==> src/rtl/uart_pkg.sv <==
// Shared definitions for the UART receive path: frame parser states, error codes
// and default line parameters.
package uart_pkg;

  localparam int         CLKS_PER_BIT      = 868;
  localparam logic [7:0] SYNC_BYTE_DEFAULT = 8'hA5;

  typedef enum logic [2:0] {
    ST_IDLE    = 3'd0,
    ST_ADDR    = 3'd1,
    ST_LEN     = 3'd2,
    ST_PAYLOAD = 3'd3,
    ST_CHK     = 3'd4,
    ST_DRAIN   = 3'd5
  } frame_state_e;

  localparam logic [1:0] ERR_NONE    = 2'b00;
  localparam logic [1:0] ERR_LEN     = 2'b01;
  localparam logic [1:0] ERR_CHK     = 2'b10;
  localparam logic [1:0] ERR_TIMEOUT = 2'b11;

endpackage

==> src/rtl/uart_frame_buf.sv <==
// Payload store for one frame: MAX_LEN bytes, one synchronous write port and one
// combinational read port. Contents are not reset.
module uart_frame_buf #(
  parameter int MAX_LEN = 16,
  parameter int AW      = 4
) (
  input  logic          clk_i,
  input  logic          we_i,
  input  logic [AW-1:0] waddr_i,
  input  logic [7:0]    wdata_i,
  input  logic [AW-1:0] raddr_i,
  output logic [7:0]    rdata_o
);

  logic [7:0] mem_q [MAX_LEN];

  always_ff @(posedge clk_i) begin
    if (we_i) begin
      mem_q[waddr_i] <= wdata_i;
    end
  end

  assign rdata_o = mem_q[raddr_i];

endmodule

==> src/rtl/uart_frame_ctrl.sv <==
// Frame parser behind uart_rx: SYNC, ADDR, LEN, PAYLOAD[LEN], CHK. The payload is
// buffered and written to the register file only after the XOR checksum matches.
module uart_frame_ctrl
  import uart_pkg::*;
#(
  parameter logic [7:0] SYNC_BYTE    = SYNC_BYTE_DEFAULT,
  parameter int         MAX_LEN      = 16,
  parameter int         TIMEOUT_CLKS = 86800
) (
  input  logic       i_Clock,
  input  logic       i_nRst,
  input  logic       i_Rx_DV,
  input  logic [7:0] i_Rx_Byte,
  input  logic       i_Wr_Ready,
  output logic       o_Wr_Valid,
  output logic [7:0] o_Wr_Addr,
  output logic [7:0] o_Wr_Data,
  output logic       o_Busy,
  output logic       o_Frame_Done,
  output logic       o_Frame_Err,
  output logic [1:0] o_Err_Code
);

  localparam int IDX_W  = $clog2(MAX_LEN + 1);
  localparam int BUF_AW = (MAX_LEN > 1) ? $clog2(MAX_LEN) : 1;
  localparam int TO_W   = $clog2(TIMEOUT_CLKS);
  // The counter takes the value TIMEOUT_CLKS-1 on the edge where it would pass
  // TO_LAST, so the abort is taken on that edge instead of one later.
  localparam logic [TO_W-1:0] TO_LAST   = TO_W'(TIMEOUT_CLKS - 2);
  localparam logic [7:0]      MAX_LEN_B = 8'(MAX_LEN);

  logic [1:0]        rst_sync_q;
  logic              rst_n;

  frame_state_e      state_q, state_d;
  logic [7:0]        base_q, base_d;
  logic [IDX_W-1:0]  len_q, len_d;
  logic [IDX_W-1:0]  idx_q, idx_d;
  logic [7:0]        chk_q, chk_d;
  logic [TO_W-1:0]   to_cnt_q, to_cnt_d;
  logic              wr_valid_q, wr_valid_d;
  logic [7:0]        wr_addr_q, wr_addr_d;
  logic [7:0]        wr_data_q, wr_data_d;
  logic              done_q, done_d;
  logic              err_q, err_d;
  logic [1:0]        err_code_q, err_code_d;

  logic              buf_we;
  logic [BUF_AW-1:0] rd_idx;
  logic [7:0]        rd_data;

  // Reset asserts immediately, releases two edges later in this clock domain.
  always_ff @(posedge i_Clock or negedge i_nRst) begin
    if (!i_nRst) begin
      rst_sync_q <= 2'b00;
    end else begin
      rst_sync_q <= {rst_sync_q[0], 1'b1};
    end
  end

  assign rst_n = rst_sync_q[1];

  uart_frame_buf #(
    .MAX_LEN (MAX_LEN),
    .AW      (BUF_AW)
  ) u_buf (
    .clk_i   (i_Clock),
    .we_i    (buf_we),
    .waddr_i (idx_q[BUF_AW-1:0]),
    .wdata_i (i_Rx_Byte),
    .raddr_i (rd_idx),
    .rdata_o (rd_data)
  );

  always_comb begin
    state_d    = state_q;
    base_d     = base_q;
    len_d      = len_q;
    idx_d      = idx_q;
    chk_d      = chk_q;
    to_cnt_d   = '0;
    wr_valid_d = wr_valid_q;
    wr_addr_d  = wr_addr_q;
    wr_data_d  = wr_data_q;
    done_d     = 1'b0;
    err_d      = 1'b0;
    err_code_d = err_code_q;
    buf_we     = 1'b0;
    rd_idx     = '0;

    unique case (state_q)
      ST_IDLE: begin
        if (i_Rx_DV && (i_Rx_Byte == SYNC_BYTE)) begin
          state_d = ST_ADDR;
        end
      end

      ST_ADDR: begin
        if (i_Rx_DV) begin
          base_d  = i_Rx_Byte;
          chk_d   = i_Rx_Byte;
          state_d = ST_LEN;
        end
      end

      ST_LEN: begin
        if (i_Rx_DV) begin
          chk_d = chk_q ^ i_Rx_Byte;
          len_d = i_Rx_Byte[IDX_W-1:0];
          idx_d = '0;
          if (i_Rx_Byte > MAX_LEN_B) begin
            err_d      = 1'b1;
            err_code_d = ERR_LEN;
            state_d    = ST_IDLE;
          end else if (i_Rx_Byte == 8'd0) begin
            state_d = ST_CHK;
          end else begin
            state_d = ST_PAYLOAD;
          end
        end
      end

      ST_PAYLOAD: begin
        if (i_Rx_DV) begin
          buf_we = 1'b1;
          chk_d  = chk_q ^ i_Rx_Byte;
          idx_d  = idx_q + IDX_W'(1);
          if (idx_q == len_q - IDX_W'(1)) begin
            state_d = ST_CHK;
          end
        end
      end

      ST_CHK: begin
        if (i_Rx_DV) begin
          if (i_Rx_Byte != chk_q) begin
            err_d      = 1'b1;
            err_code_d = ERR_CHK;
            state_d    = ST_IDLE;
          end else if (len_q == '0) begin
            done_d  = 1'b1;
            state_d = ST_IDLE;
          end else begin
            // rd_idx defaults to 0, so the first payload byte is loaded here.
            idx_d      = '0;
            wr_valid_d = 1'b1;
            wr_addr_d  = base_q;
            wr_data_d  = rd_data;
            state_d    = ST_DRAIN;
          end
        end
      end

      ST_DRAIN: begin
        rd_idx = idx_q[BUF_AW-1:0] + BUF_AW'(1);
        if (wr_valid_q && i_Wr_Ready) begin
          if (idx_q == len_q - IDX_W'(1)) begin
            wr_valid_d = 1'b0;
            done_d     = 1'b1;
            state_d    = ST_IDLE;
          end else begin
            idx_d     = idx_q + IDX_W'(1);
            wr_addr_d = wr_addr_q + 8'd1;
            wr_data_d = rd_data;
          end
        end
      end

      default: begin
        state_d = ST_IDLE;
      end
    endcase

    // Inter-byte timeout; a DV on the limit cycle takes precedence.
    if ((state_q inside {ST_ADDR, ST_LEN, ST_PAYLOAD, ST_CHK}) && !i_Rx_DV) begin
      if (to_cnt_q == TO_LAST) begin
        err_d      = 1'b1;
        err_code_d = ERR_TIMEOUT;
        state_d    = ST_IDLE;
      end else begin
        to_cnt_d = to_cnt_q + TO_W'(1);
      end
    end
  end

  always_ff @(posedge i_Clock or negedge rst_n) begin
    if (!rst_n) begin
      state_q    <= ST_IDLE;
      base_q     <= '0;
      len_q      <= '0;
      idx_q      <= '0;
      chk_q      <= '0;
      to_cnt_q   <= '0;
      wr_valid_q <= 1'b0;
      wr_addr_q  <= '0;
      wr_data_q  <= '0;
      done_q     <= 1'b0;
      err_q      <= 1'b0;
      err_code_q <= ERR_NONE;
    end else begin
      state_q    <= state_d;
      base_q     <= base_d;
      len_q      <= len_d;
      idx_q      <= idx_d;
      chk_q      <= chk_d;
      to_cnt_q   <= to_cnt_d;
      wr_valid_q <= wr_valid_d;
      wr_addr_q  <= wr_addr_d;
      wr_data_q  <= wr_data_d;
      done_q     <= done_d;
      err_q      <= err_d;
      err_code_q <= err_code_d;
    end
  end

  assign o_Wr_Valid   = wr_valid_q;
  assign o_Wr_Addr    = wr_addr_q;
  assign o_Wr_Data    = wr_data_q;
  assign o_Busy       = (state_q != ST_IDLE);
  assign o_Frame_Done = done_q;
  assign o_Frame_Err  = err_q;
  assign o_Err_Code   = err_code_q;

endmodule

==> config.mk <==
export PLATFORM = sky130hd
export DESIGN_NAME = uart_frame_ctrl
export DESIGN_NICKNAME = d
export VERILOG_FILES = /design/src/rtl/uart_pkg.sv /design/src/rtl/uart_frame_buf.sv /design/src/rtl/uart_frame_ctrl.sv
export SDC_FILE = /design/constraint.sdc
export NUM_CORES = 1
export LEC_CHECK = 0
export ABC_AREA = 1
export BUFFER_PORTS_ARGS = -buffer_cell sky130_fd_sc_hd__buf_2
export CAP_MARGIN = 20
export CORE_ASPECT_RATIO = 1.75
export CORE_UTILIZATION = 56
export DETAILED_ROUTE_END_ITERATION = 7
export GPL_TIMING_DRIVEN = 0
export PLACE_DENSITY_LB_ADDON = 0.15
export SYNTH_ARGS = -nofsm -noshare
export SYNTH_HDL_FRONTEND = slang
export SYNTH_SLANG_ARGS = --single-unit
==> constraint.sdc <==
create_clock -name i_Clock -period 2.5 [get_ports i_Clock]
set_input_delay 0.5 -clock i_Clock [delete_from_list [all_inputs] [get_ports i_Clock]]
set_output_delay 0.5 -clock i_Clock [all_outputs]
set_load 0.005 [all_outputs]
==> reports/results.ini, run 1 <==
[outcome]
run_status = finished, final reports clean

[clock_network]
cts_root_buffer = clkbuf_16
cts_max_level = 4
cts_buffers = 17
cts_buffer_depth = 2
clk_pin_slew_worst_paths_ns = 0.08
cts_setup_buffers = 0
cts_num_sinks = 197
clock_latency_ns = 0.43
cts_tree = yes

[worst_setup_path]
cp.required_ns = 2.57
regToRegStartpoint = state_q[2]
crit_arrival_ns = 2.51
worst-path-max-fanout = 8
path_class = register to register
critPathLaunchType = register
worst_setup_path_end_kind = register
startpoint = state_q[2]

[synthesis]
yosysWarnings = 0
ys_types = 40
syn_inst = 1038
ys_ff_latch = 197
synth_top_area_frac = 0.4086
netlist_top_cells_area = edfxtp_1 (41%), dfrtp_1 (18%), nand2_1 (12%)
syn_area_mm2 = 0.009408
synth.largest_area_cell = edfxtp_1
syn_area_per_cell_um2 = 9.063
synth.yosys.seq_area_share = 0.5921
syn_nets = 1058

[power_and_ir_drop]
leakage_uw = 0.004685
finalPower_uw = 8230
power_density_mw_per_mm2 = 778.9
peakVddDrop_v = 0.0005248

[cells_and_area]
drive_gt1_frac = 0.1087
n_fill_cell = 1438
seq_area_mm2 = 0.005575
multiInputGateArea_mm2 = 0.003294
nets = 1111
fin_cells = 1328
syn_to_final_growth_pct = 12.32
antenna_cells = 0

[placed_design]
dp_hpwl_um = 16400
io_buffers = 32
dp_slack_ns = -0.9811
place_inst = 1297
gp_congestion = 0.9356

[route]
vias_per_cell = 5.327
wl_per_cell_um = 17.62
drt_iter0_drc = 366
num_vias = 7074
wirelength_um = 23400
first_pass_iters = 7
final_antenna_net_count = 0
drc = 0

[floorplan]
io_pins = 34
core_region_area_mm2 = 0.01645
rows = 62
die_h_um = 173.5
die-area_mm2 = 0.01734
start_util = 0.5720
fp.dieW_um = 99.98

[sta]
finalHoldViolCount = 0
setup_ws_ns = 0.05820
finalCritPeriodShare = 0.9767
period_minus_slack_ns = 2.442
setup_viol = 0
finClkSkew_ns = 0.01059
worst_pin_slew_ns = 0.7998
tns_ns = 0
clock.fmax_mhz = 409.5
rsz0062_at_grt = yes
slew-limit-headroom = 0.4648
drv_slew = 0

[global_routing]
antenna_found_initial = 0
grt_max_degree = 35
overflow = 0
grt_pass1_wl_um = 36730
grtUsageTotal = 0.2877
grt_pass1_vias = 7102

[hold_path]
hp-class = register to asynchronous set/reset pin

[flow_run]
maxCapViolCount = 0

## final cells by class
class / count / area share
multi-input combinational: 691 / 0.3118
tap: 224 / 0.02652
sequential: 197 / 0.5276
buffer: 29 / 0.01409
clock inverter: 15 / 0.01824
clock buffer: 17 / 0.04026
timing repair buffer: 36 / 0.01918
inverter: 119 / 0.04227
## through the flow
stage,utilization,hold slack (ns),instance area (um2)
after floorplan,-,0.2044,9408
after global placement,0.5988,0.2850,9848
after detailed placement,0.6010,0.2887,9884
after CTS,0.6396,0.3020,10520
after global routing,0.6425,0.3342,10570
final,0.6425,0.2816,10570
## metal layers
metal	share of wire	up-vias	GRT usage
met5	0	-	0
met3	0.035	74	0.03952
met1	0.38	3322	0.3160
met4	0.062	0	0.1908
met2	0.53	197	0.5095
li1	-	3481	-
## sequential cells by signal, indices dropped and copies added, names as in the netlist, 2 cells and up
name         flops
chk_q            8
state_q          3
rst_sync_q       2
idx_q            5
to_cnt_q        17
o_Wr_Addr        8
base_q           8
o_Err_Code       2
o_Wr_Data        8
len_q            5
u_buf.mem_q    128
## synth_stat cells (all sizes together)
cell,instances
nand2,314
edfxtp,128
nor2,125
nand3,119
inv,118
dfrtp,69
nand3b,26
o21ai,24
buf,20
xnor2,17
nand4,14
clkbuf,11
nor3,11
xor2,10
a21oi,8
ha,8
nor4,3
a31oi,2
o22ai,2
or2,2
a21boi,1
clkinv,1
conb,1
nor3b,1
o211ai,1
o21bai,1
o32ai,1
## critical path, cell delays in order, from the launching register on
cell     delay, ns
dfrtp_1       0.46
nor2_2        0.25
nand2_1       0.13
nor2_1        0.30
nand2_1       0.24
nor2_1        0.67
## cell families (layout without fill, tap and decap cells)
kind of cell / count (synthesis) / after routing / synth area share
AOI/OAI and AO/OA: 40 / 40 / 0.02341
adders and majority gates: 8 / 8 / 0.01064
xor gates and xnor gates: 27 / 27 / 0.02593
other: 1 / 1 / 0.0003986
and+or+nand+nor: 615 / 615 / 0.2845
DFF: 197 / 197 / 0.5921
buffers and inverters: 150 / 216 / 0.06304
## report_power, final
| group | internal (uW) | switching [uW] | leakage [uW] | total, uW |
|---|---|---|---|---|
| registers | 3720 | 193 | 0.00207 | 3920 |
| clock network | 1600 | 1270 | 0.000296 | 2870 |
| logic | 485 | 960 | 0.00232 | 1440 |
| total | 5810 | 2420 | 0.00469 | 8230 |
## repair_timing
item	CTS	global route
gates resized for setup	5	16
pin swaps	0	0
hold endpoints to repair	2	0
hold buffers	1	0
endpoints found under the setup margin	81	133
## layout by cell type, fill, tap and decap left out, drive strengths merged, types with 2 or more instances in the layout
cell and count:
clkinvlp 2, nand2 314, nand3b 26, a31oi 2
nand3 119, o22ai 2, clkbuf 27, inv 124
nor4 3, dfrtp 69, nor2 125, clkinv 5
nand4 14, bufinv 3, ha 8, xnor2 17
buf 54, nor3 11, a21oi 8, o21ai 24
or2 2, edfxtp 128, xor2 10
## worst paths after layout
kind | endpoint | cells past startpoint | slack [ns]
max | u_buf.mem_q[1][4] | 5 | 0.06
min in group i_Clock | rst_sync_q[1] | 0 | 0.36
max in group asynchronous | o_Wr_Data[0] | 1 | 1.65
max reg2reg | u_buf.mem_q[1][4] | 5 | 0.06
min reg2reg | to_cnt_q[12] | 0 | 0.28
min | to_cnt_q[12] | 0 | 0.28
Power figures use the tool's default switching activity.
==> inputs of run 2 (changes only) <==
Clock period 2.5 ns to 2.8 ns, I/O delays scaled along.
==> run 2 against run 1 <==
  * Design area is 0.47% lower
  * Via count is 0.27% higher
  * Total power down 11%
  * Clock skew is essentially flat
  * Combinational power down 11%
  * Sequential cell count stayed put
  * Sequential share of layout area rose by 0.24 points
  * Global-route usage did not move
  * Cell count did not move
  * Critical endpoint is now o_Wr_Data[7]
  * Largest cell class unchanged
==> reports/results.ini, run 2 (synthesis gave the netlist of run 1 again) <==
[clock_network]
clock_latency_ns = 0.43
cts_buffers = 17
cts_num_sinks = 197
cts_tree = yes
cts_setup_buffers = 0
clk_pin_slew_worst_paths_ns = 0.08
cts_root_buffer = clkbuf_16
cts_buffer_depth = 2
cts_max_level = 4

[floorplan]
fp.dieW_um = 99.98
rows = 62
die_h_um = 173.5
core_region_area_mm2 = 0.01645
die-area_mm2 = 0.01734
io_pins = 34
start_util = 0.5720

[global_routing]
met3_usage = 0.03710
grt_pass1_wl_um = 36730
grt_max_degree = 35
antenna_found_initial = 0
top_usage_layer = met2
use_met2 = 0.5095
grt_pass1_vias = 7095
met1_usage = 0.3177
grtUsageTotal = 0.2877
overflow = 0

[cells_and_area]
final_common_cell = nand2_1
n_fill_cell = 1444
reg.largest.list = u_buf.mem_q x128, to_cnt_q x17
layout_common_cells = nand2_1 (313), edfxtp_1 (128), nand3_1 (118), nor2_1 (118), inv_1 (112)
syn_to_final_growth_pct = 11.78
drive_gt1_frac = 0.09601
largest_register_ffs = 128
nets = 1111
antenna_cells = 0
top_register = u_buf.mem_q
seq_area_mm2 = 0.005574
multiInputGateArea_mm2 = 0.003252

[route]
final_antenna_net_count = 0
vias_per_cell = 5.341
wl_per_cell_um = 17.57
num_vias = 7093
wirelength_um = 23330
drt_iter0_drc = 361
drc = 0
first_pass_iters = 5

[placed_design]
dp_slack_ns = -0.6811
dp_hpwl_um = 16400
gp_congestion = 0.9356
io_buffers = 32

[sta]
finalCritPeriodShare = 0.9164
worst_pin_slew_ns = 0.7836
rsz0062_at_grt = no
setup_ws_ns = 0.2341
finClkSkew_ns = 0.01102
tns_ns = 0
setup_viol = 0
drv_slew = 0
period_minus_slack_ns = 2.566
slew-limit-headroom = 0.4757
clock.fmax_mhz = 389.7
finalHoldViolCount = 0
fin_hold_ws_ns = 0.2816

[worst_setup_path]
worst-path-max-fanout = 20
worst_setup_path_end_kind = register
cp.required_ns = 3.17
reg2reg_slack_ns = 0.23
path_class = register to register
crit_arrival_ns = 2.94
critPathLaunchType = register

[power_and_ir_drop]
leakage_uw = 0.004685
power_density_mw_per_mm2 = 697.2
peakVddDrop_v = 0.0004674

[flow_run]
maxCapViolCount = 0

[hold_path]
hp-class = register to asynchronous set/reset pin

[outcome]
run_status = finished, final reports clean

==> run 2: final cells by class <==
class / count / share of cell area
multi-input cells: 691 / 0.3092
clock inverters: 15 / 0.01832
plain buffers: 29 / 0.01356
flip-flops and latches: 197 / 0.5300
repair buffers: 36 / 0.01927
clock buffers: 17 / 0.04045
inverters: 119 / 0.04247
well taps: 224 / 0.02665
==> run 2: metal layers <==
metal  wire length, um  part of all wire
met1              8542              0.37
met5                 0                 0
met3               933             0.040
met4              1444             0.062
met2             12410              0.53
==> run 2: power breakdown <==
group          leakage, uW  internal (uW)  switching (uW)
Combinational      0.00232            429             850
Sequential         0.00207           3320             171
Clock             0.000296           1430            1130
Total              0.00468           5180            2150
==> run 2: timing repair <==
action,in CTS,in global routing
hold endpoints to repair,2,0
resized for setup,2,2
setup endpoints to repair,42,16
pin swaps,0,0
hold buffers,1,0
==> run 2: critical path, cell delays in order (launching register included) <==
cell and delay [ns]:
dfrtp_1 0.47, inv_2 0.12, buf_4 0.28, ha_2 0.39
nand2_1 0.25, clkbuf_2 0.31, nand3_1 0.19, nand3_1 0.10
nand3_1 0.09, nand2_1 0.11, nand2_1 0.09, nand2_1 0.09
==> run 2: metrics by stage <==
stage / instance area, um2 / power (uW) / utilization / cells
after floorplan: 9408 / 4435 / - / 1038
after global placement: 9848 / 4795 / 0.5988 / 1294
after detailed placement: 9884 / 4824 / 0.6010 / 1297
after CTS: 10510 / 7382 / 0.6392 / 1329
after global routing: 10520 / 7685 / 0.6395 / 1328
final: 10520 / 7332 / 0.6395 / 1328
==> run 2: worst paths after layout <==
| path | from | end | depth (start not counted) |
|---|---|---|---|
| min reg2reg | rst_sync_q[1] | to_cnt_q[12] | 0 |
| max reg2reg | idx_q[0] | o_Wr_Data[7] | 11 |
| min in group i_Clock | rst_sync_q[0] | rst_sync_q[1] | 0 |
| max in group asynchronous | rst_sync_q[1] | o_Wr_Data[0] | 1 |
| max | idx_q[0] | o_Wr_Data[7] | 11 |
| min | rst_sync_q[1] | to_cnt_q[12] | 0 |
==> inputs of run 3 (changes only) <==
Settings changed: CORE_UTILIZATION 56 to 55.
==> run 3 against run 2 <==
  * Via count decreased by 1.3%
  * Routed wire length down 3.5%
  * Combinational power about the same
  * Maximum frequency decreased by 1.3%
  * Global-route usage fell by 1.1 points
==> reports/results.ini, run 3 (synthesis gave the netlist of run 1 again) <==
[outcome]
run_status = finished, final reports clean

[route]
num_vias = 7001
drc = 0
wl_per_cell_um = 16.96
first_pass_iters = 5
wirelength_um = 22500
drt_iter0_drc = 354
vias_per_cell = 5.276
final_antenna_net_count = 0

[floorplan]
die_h_um = 175.0
rows = 62
io_pins = 34
fp.dieW_um = 100.9
core_region_area_mm2 = 0.01660
start_util = 0.5667
die-area_mm2 = 0.01765

[power_and_ir_drop]
pwr-share-seq = 0.485
intPower_uw = 5075
power_frac_clock = 0.334
switching_share = 0.2933
p_sw_uw = 2106
power_density_mw_per_mm2 = 686.2
finalPower_uw = 7181
peakVddDrop_v = 0.0004668
p_comb_frac = 0.181
leakage_uw = 0.004662

[sta]
tns_ns = 0
setup_ws_ns = 0.2013
fin_hold_ws_ns = 0.3162
finalHoldViolCount = 0
finalCritPeriodShare = 0.9281
setup_viol = 0
slew-limit-headroom = 0.4372
period_minus_slack_ns = 2.599
finClkSkew_ns = 0.01009
clock.fmax_mhz = 384.8
worst_pin_slew_ns = 0.8410
drv_slew = 0
rsz0062_at_grt = no

[cells_and_area]
largest_register_ffs = 128
reg.largest.list = u_buf.mem_q x128, to_cnt_q x17
fin_util = 0.6304
antenna_cells = 0
layout_common_cells = nand2_1 (313), edfxtp_1 (128), nand3_1 (118), nor2_1 (118), inv_1 (112)
top_register = u_buf.mem_q
n_fill_cell = 1471
final_common_cell = nand2_1
nets = 1110
drive_gt1_frac = 0.09338
syn_to_final_growth_pct = 11.24

[global_routing]
grtUsageTotal = 0.2766
antenna_found_initial = 0
grt_max_degree = 68
met1_usage = 0.3134
top_usage_layer = met2
met3_usage = 0.04080
grt_pass1_vias = 6972
use_met2 = 0.4869
grt_pass1_wl_um = 35870
overflow = 0

[clock_network]
cts_buffer_depth = 2
cts_root_buffer = clkbuf_16
cts_num_sinks = 197
cts_buffers = 17
cts_max_level = 4
clk_pin_slew_worst_paths_ns = 0.07
cts_tree = yes
clock_latency_ns = 0.43

[hold_path]
hp-class = register to asynchronous set/reset pin

[placed_design]
io_buffers = 32
gp_congestion = 0.9362
dp_hpwl_um = 15710
dp_slack_ns = -0.5055

[flow_run]
maxCapViolCount = 0

[worst_setup_path]
critPathLaunchType = register
worst-path-max-fanout = 8
cp.required_ns = 2.86
r2r-end = u_buf.mem_q[0][6]
path_class = register to register
crit_arrival_ns = 2.66
reg2reg_slack_ns = 0.20
reg2regPathDepth = 5
worst_setup_path_end_kind = register
regToRegStartpoint = state_q[2]

==> run 3: through the flow <==
stage / instances / instance area [um2]
2_1_floorplan: 1038 / 9408
3_3_place_gp: 1294 / 9848
3_5_place_dp: 1296 / 9884
4_1_cts: 1327 / 10460
5_1_grt: 1327 / 10470
6_report: 1327 / 10470
==> run 3: worst max path at each step <==
stage / from / to / slack (ns) / cells past startpoint
after floorplan: idx_q[0] / o_Wr_Data[2] / 0.43 / 13
after global routing: idx_q[0] / o_Wr_Data[0] / 0.01 / 11
after detailed placement: idx_q[0] / o_Wr_Data[7] / -0.51 / 13
after CTS: state_q[2] / u_buf.mem_q[7][4] / 0.12 / 5
final: state_q[2] / u_buf.mem_q[0][6] / 0.20 / 5
after global placement: idx_q[0] / o_Wr_Data[7] / -0.52 / 13
==> run 3: what timing repair did <==
action                                 in CTS  in global routing
endpoints found under the hold margin       2                  0
cloned                                      0                  0
setup endpoints to repair                  12                 12
hold buffers                                1                  0
resized for setup                           2                  2
setup buffers                               0                  0
==> run 3: cell type report <==
type	count	area, um2	share of cell area
clock buffers	21	440.4	0.04209
repair buffers	35	202.7	0.01937
well taps	224	280.3	0.02678
inverters	119	446.7	0.04268
multi-input cells	691	3257	0.3112
plain buffers	29	140.1	0.01339
flip-flops and latches	197	5574	0.5326
clock inverters	11	123.9	0.01184
==> run 3: power by group through the flow <==
stage | clock [uW] | sequential, uW | combinational, uW
4_1_cts | 2420 | 3480 | 1300
3_5_place_dp | 0 | 3540 | 1290
2_1_floorplan | 0 | 3520 | 912
5_1_grt | 2520 | 3500 | 1480
6_report | 2400 | 3480 | 1300
3_3_place_gp | 0 | 3550 | 1250
==> run 3: critical path, stage by stage (launching register included) <==
cell and delay (ns):
dfrtp_1 0.44, nor2_1 0.37, nand2_1 0.16, nor2_1 0.33, nand2_1 0.23, nor2_1 0.69
==> run 3: routing by layer <==
| metal | share of wire | vias up |
|---|---|---|
| met1 | 0.38 | 3259 |
| li1 | - | 3473 |
| met5 | 0 | - |
| met4 | 0.058 | 0 |
| met2 | 0.52 | 203 |
| met3 | 0.041 | 66 |
